File: src/rtl/interval_timer.sv
// Countdown interval timer for the traffic-light FSM: loads a selected interval on Start_Timer
// and pulses Expired after that many one-second ticks. Optional macro INTERVAL_PROG_EN makes the intervals writable.
module interval_timer #(
    parameter int TICK_DIV = 100_000_000,
    parameter int CNT_W    = 4,
    parameter int BASE_SEC = 6,
    parameter int EXT_SEC  = 3,
    parameter int YEL_SEC  = 2
) (
    input  logic             clock,
    input  logic             reset,
    input  logic             Start_Timer,
    input  logic [1:0]       Interval_Select,
    input  logic             Prog_Sync,
    input  logic [1:0]       Prog_Select,
    input  logic [CNT_W-1:0] Prog_Value,
    output logic             Expired,
    output logic             Busy,
    output logic [CNT_W-1:0] Seconds_Left
);

    localparam int PW = (TICK_DIV > 1) ? $clog2(TICK_DIV) : 1;
    localparam logic [PW-1:0]    PRESC_MAX = PW'(TICK_DIV - 1);
    localparam logic [CNT_W-1:0] ONE_SEC   = CNT_W'(1);

    typedef enum logic {IDLE, RUN} state_t;

    state_t           state_q, state_d;
    logic [PW-1:0]    presc_q, presc_d;
    logic [CNT_W-1:0] secs_q, secs_d;
    logic [CNT_W-1:0] base_iv, ext_iv, yel_iv;
    logic [CNT_W-1:0] load_raw, load_val;
    logic             tick;

    function automatic logic [CNT_W-1:0] pick_interval(
        input logic [1:0]       sel,
        input logic [CNT_W-1:0] base_v,
        input logic [CNT_W-1:0] ext_v,
        input logic [CNT_W-1:0] yel_v
    );
        case (sel)
            2'b01:   return ext_v;
            2'b10:   return yel_v;
            default: return base_v;
        endcase
    endfunction

`ifdef INTERVAL_PROG_EN
    logic [CNT_W-1:0] base_q, base_d, ext_q, ext_d, yel_q, yel_d;

    always_comb begin
        base_d = base_q;
        ext_d  = ext_q;
        yel_d  = yel_q;
        if (Prog_Sync) begin
            case (Prog_Select)
                2'b01:   ext_d  = Prog_Value;
                2'b10:   yel_d  = Prog_Value;
                default: base_d = Prog_Value;
            endcase
        end
    end

    // Registers update at the edge, so a same-cycle Start_Timer still loads the old value.
    always_ff @(posedge clock or negedge reset) begin
        if (!reset) begin
            base_q <= CNT_W'(BASE_SEC);
            ext_q  <= CNT_W'(EXT_SEC);
            yel_q  <= CNT_W'(YEL_SEC);
        end else begin
            base_q <= base_d;
            ext_q  <= ext_d;
            yel_q  <= yel_d;
        end
    end

    assign base_iv = base_q;
    assign ext_iv  = ext_q;
    assign yel_iv  = yel_q;
`else
    logic unused_prog;
    assign unused_prog = ^{Prog_Sync, Prog_Select, Prog_Value};

    assign base_iv = CNT_W'(BASE_SEC);
    assign ext_iv  = CNT_W'(EXT_SEC);
    assign yel_iv  = CNT_W'(YEL_SEC);
`endif

    assign load_raw = pick_interval(Interval_Select, base_iv, ext_iv, yel_iv);
    assign load_val = (load_raw == '0) ? ONE_SEC : load_raw;
    assign tick     = (state_q == RUN) && (presc_q == PRESC_MAX);

    always_ff @(posedge clock or negedge reset) begin
        if (!reset) begin
            state_q <= IDLE;
            presc_q <= '0;
            secs_q  <= '0;
        end else begin
            state_q <= state_d;
            presc_q <= presc_d;
            secs_q  <= secs_d;
        end
    end

    // A restart always beats the terminal tick of a running count.
    always_comb begin
        state_d = state_q;
        presc_d = presc_q;
        secs_d  = secs_q;
        if (Start_Timer) begin
            state_d = RUN;
            presc_d = '0;
            secs_d  = load_val;
        end else if (state_q == RUN) begin
            if (tick) begin
                presc_d = '0;
                if (secs_q <= ONE_SEC) begin
                    secs_d  = '0;
                    state_d = IDLE;
                end else begin
                    secs_d = secs_q - ONE_SEC;
                end
            end else begin
                presc_d = presc_q + 1'b1;
            end
        end else begin
            presc_d = '0;
            secs_d  = '0;
        end
    end

    always_comb begin
        Busy         = (state_q == RUN);
        Seconds_Left = secs_q;
        Expired      = tick && (secs_q == ONE_SEC) && !Start_Timer;
    end

endmodule

File: config.mk
export PLATFORM = sky130hd
export DESIGN_NAME = interval_timer
export DESIGN_NICKNAME = d
export VERILOG_FILES = /design/src/rtl/interval_timer.sv
export SDC_FILE = /design/constraint.sdc
export NUM_CORES = 1
export LEC_CHECK = 0
export CORE_ASPECT_RATIO = 1.25
export CORE_MARGIN = 2
export CORE_UTILIZATION = 45
export DETAILED_ROUTE_END_ITERATION = 8
export GPL_TIMING_DRIVEN = 0
export PLACE_DENSITY = 0.66
export SYNTH_ARGS = -nofsm -noshare
export SYNTH_HDL_FRONTEND = slang
export SYNTH_SLANG_ARGS = --single-unit
File: constraint.sdc
create_clock -name clock -period 3.3 [get_ports clock]
set_input_delay 0.66 -clock clock [delete_from_list [all_inputs] [get_ports clock]]
set_output_delay 0.66 -clock clock [all_outputs]
set_load 0.005 [all_outputs]
Word-level counts from Yosys, hierarchy flattened

Index checks and enable logic that the tools add are counted.

Flip-flop bits (word level): 32
Bits of input ports: 12
Output and inout port bits: 6

$add $sub $neg: 2
$lt $le $gt $ge: 1
Eq/ne operators: 5
Multiplexer cells: 13
Reductions and logical operators: 5

Operators by type and width:

| cell                                                   | number |
|---|---|
| two-way mux 27 bit                                     | 3 |
| adder 27 x 1 -> 27 bit (second input constant)         | 1 |
| equality test 27 bit (second input constant)           | 1 |
| two-way mux 4 bit                                      | 5 |
| one-hot mux 3 bit (2 select lines)                     | 1 |
| equality test 4 x 1 -> 1 bit (second input constant)   | 1 |
| <= comparator 4 x 1 -> 1 bit (second input constant)   | 1 |
| zero test 4 bit                                        | 1 |
| two-way mux 1 bit                                      | 4 |
| subtractor 4 x 1 -> 4 bit (second input constant)      | 1 |
| logical AND 1 bit                                      | 3 |
| inequality test 3 x 2 -> 1 bit (second input constant) | 1 |
| equality test 2 x 1 -> 1 bit (second input constant)   | 1 |
| equality test 2 bit (second input constant)            | 1 |
| zero test 1 bit                                        | 1 |

Depth between registers and ports, before layout

Gate-level depths: netlist of the first run.

Word-level depth: 5
Gate-level depth with buffers: 6
Depth with buffers taken out: 6

Worst setup path before layout of the first run

OpenSTA, ideal clock, no wires.

Path type: reg2out
From: reg presc_q[0]
To: out Expired
Arrival time: 1.673 ns
Path slack: 0.967 ns
Cell stages (with the launch flop): 6
Buffers on the path: 0
Cell sequence: dfrtp_1 > ha_1 > and4_2 > nand4_1 > or2_2 > nor4_1

Cells in the longest elaborated chain, start to end: 4

Ends and longest elaborated chain:

| item                            | line | RTL |
|---|---|---|
| start: declaration              | 29   | `logic [PW-1:0] presc_q, presc_d;` |
| start signal: assignment        | 100  | `presc_q <= presc_d;` |
| equality test 27 bit            | 91   | `assign tick = (state_q == RUN) && (presc_q == PRESC_MAX);` |
| logical AND 1 bit               | 91   |  |
| logical AND 1 bit (2 in series) | 135  | `Expired = tick && (secs_q == ONE_SEC) && !Start_Timer;` |
| end: declaration                | 17   | `output logic Expired,` |

Every way passes these cells.

Worst setup path in the final report of the first run

From: reg presc_q[1]
To: out Expired

The elaborated chain is that of the path after synthesis.

==> impl_metrics.yaml, run 1 <==
run_status:
  status: "finished clean"
timing:
  timing.fmax_mhz: 316
  period_minus_slack_ns: 3.16
  fin_crit_sh: 0.958
  max_slew_margin: 0.513
  tightest_slew_ns: 0.731
  timing.hold.ws_ns: 0.432
  setup_violations: 0
  fin_setup_tns_ns: 0
  hold_viol_final: 0
  slew_violations: 0
  rsz0062_at_grt: "false"
  skew_ns: 0.0136
  setup_ws_ns: 0.138
route:
  drtIter0Drc: 106
  num_vias: 1550
  routed_wl_mm: 4.21
  first_pass_iters: 4
  via_per_inst: 6.30
  ant_nets: 0
  drc: 0
  routedWlPerCell_um: 17.1
logic_synthesis:
  synth-simple-area-share: 0.294
  synth-main-ff-cell: "dfrtp_1"
  syn-instance-count: 187
  synth-edff-count: 0
  yosysUniqueCellTypes: 42
  synth-async-reset-ratio: 1.00
  yosys_warnings: 0
  synth_seq_cells: 32
  synth_top_family_by_area: "simple AND/OR/NAND/NOR gates"
  synth_fa_ha_area_frac: 0.0284
  syn_nets: 203
  ys_seq_area_frac: 0.455
  syn_area_mm2: 0.00176
  avgSynthCellArea_um2: 9.41
  synthMuxAreaShare: 0
  synth-compound-area-share: 0.122
  synth_xor_area_frac: 0.0697
placement:
  preCtsSetupSlack_ns: 0.185
  io_buffers: 10
  hpwl_mm: 2.92
  place.gp.congestion: 0.835
  post_dp_cell_area_mm2: 0.00190
job:
  maxCapViolCount: 0
clock_network:
  numCtsBuffers: 5
  cts_num_sinks: 32
  ctsLongestPathBuffers: 2
  cts_tree: "done"
  cts-root-buf: "clkbuf_8"
  insertion_delay_ns: 0.29
  clkTransAtPathRegs_ns: 0.07
  hold_buffers: 0
  cts.htree.levels: 2
die:
  die_w_um: 59.9
  core_mm2: 0.00375
  num_io_pins: 18
  die-area_mm2: 0.00443
  rows: 25
  die_y_um: 73.9
  initial_core_util: 0.469
global_routing:
  antenna_found_initial: 0
  grt.total_usage: 0.217
  grt_pass1_wl_mm: 7.25
  gr-total-overflow: 0
  grt_pass1_vias: 1537
  grt_max_degree: 33
finish:
  synthToLayoutAreaGrowth_pct: 14.0
  nNetsFinal: 222
  stdcell_area_mm2: 0.00201
  antennaDiodeCount: 0
  drive_gt1_frac: 0.121
critical_path:
  endpoint_kind: "output pin"
  crit_path_max_fanout: 5
  crit_path_start_kind: "flip-flop"
  path_class: "reg2out"
  worstPathArrival_ns: 2.50
  required_ns: 2.64
power:
  ir_drop_mv: 0.214
  cellPowerDensity_mw_per_mm2: 365
  p_leak_nw: 0.798
hold_path:
  hold_path_class: "in2async"
## synthesized netlist by cell type (all sizes together), types with 4 or more instances
| cell type | count | area, um^2 |
|---|---|---|
| or3 | 9 | 58.8 |
| nand3 | 8 | 40.0 |
| o21ai | 8 | 40.0 |
| nand2 | 18 | 67.6 |
| dfrtp | 32 | 801 |
| a21oi | 9 | 45.0 |
| nand4 | 12 | 87.6 |
| nor2 | 16 | 60.1 |
| or4 | 5 | 37.5 |
| inv | 7 | 26.3 |
| ha | 4 | 50.1 |
| and4 | 5 | 46.3 |
| xor2 | 11 | 96.3 |
## cells by family (layout without fill, tap and decap cells)
| group | count (synthesis) | after routing |
|---|---|---|
| AOI/OAI and AO/OA | 33 | 33 |
| xor gates and xnor gates | 14 | 14 |
| buffers and inverters | 13 | 32 |
| and+or+nand+nor | 91 | 91 |
| DFF | 32 | 32 |
| adders and majority gates | 4 | 4 |
## power by group
| part | switching, mW | total, mW | internal, mW |
|---|---|---|---|
| Sequential | 0.00883 | 0.406 | 0.398 |
| Combinational | 0.0243 | 0.0394 | 0.0152 |
| Clock | 0.143 | 0.286 | 0.143 |
| Total | 0.176 | 0.732 | 0.556 |
## critical path: stages, from the launching register on
cell,delay (ns)
dfrtp_1,0.42
ha_2,0.25
and4_2,0.29
nand4_1,0.13
or2_2,0.35
nor4_2,0.22
clkdlybuf4s50_1,0.54
## flip-flops by register name, indices dropped and copies added (netlist names)
name,count
Seconds_Left,4
presc_q,27
Busy,1
## cell usage in the layout, fill, tap and decap left out, drive strengths merged, types with 4 or more instances in the layout
cell type       n
clkbuf          9
dfrtp          32
nand4          12
and4            5
or4             5
xor2           11
nand3           8
inv             7
ha              4
nand2          18
buf             6
or3             9
a21oi           9
clkdlybuf4s50   9
o21ai           8
nor2           16
## final timing paths
check                      startpoint           to  slack [ns]  cells past startpoint
setup / recovery           presc_q[1]      Expired        0.14                      6
hold / removal                  reset         Busy        0.43                      1
setup reg to reg           presc_q[1]  presc_q[12]        0.80                      7
hold reg to reg            presc_q[0]   presc_q[0]        0.53                      1
max in group asynchronous       reset  presc_q[10]        2.39                      1
min in group clock         presc_q[0]   presc_q[0]        0.53                      1
## per-stage QoR
step | std cells | util | total power [mW]
6_report | 246 | 0.534 | 0.732
5_1_grt | 246 | 0.534 | 0.758
4_1_cts | 246 | 0.532 | 0.736
3_5_place_dp | 237 | 0.507 | 0.453
3_3_place_gp | 237 | 0.509 | 0.453
2_1_floorplan | 187 | - | 0.427
## layout make-up
| cell class | instances | area (um^2) |
|---|---|---|
| inverters | 7 | 26.3 |
| fillers | 355 | 1750 |
| multi-input cells | 142 | 915 |
| plain buffers | 6 | 26.3 |
| clock buffers | 6 | 72.6 |
| flip-flops and latches | 32 | 801 |
| clock inverters | 1 | 5.00 |
| repair buffers | 12 | 110 |
| well taps | 40 | 50.0 |
## metal layers
layer / up-vias / wire length (um) / GRT usage
met5: - / 0 / 0
met4: 0 / 60 / 0.0790
met3: 6 / 128 / 0.0475
met2: 27 / 2160 / 0.359
met1: 787 / 1860 / 0.275
li1: 730 / - / -
## what timing repair did
action,CTS,global route
resized for setup,0,2
pin swaps,1,0
setup endpoints to repair,1,1
setup buffers,2,0
Note: power is estimated with default switching activity, not from simulation.
==> run 2: changes to the inputs <==
--- a/config.mk
+++ b/config.mk
@@ -5,6 +5,7 @@
 export SDC_FILE = /design/constraint.sdc
 export NUM_CORES = 1
 export LEC_CHECK = 0
+export ABC_CLOCK_PERIOD_IN_PS = 3300
 export CORE_ASPECT_RATIO = 1.25
 export CORE_MARGIN = 2
 export CORE_UTILIZATION = 45
==> results of run 2 <==
Same layout as run 1: the final DEF is identical, and so are final timing and power.
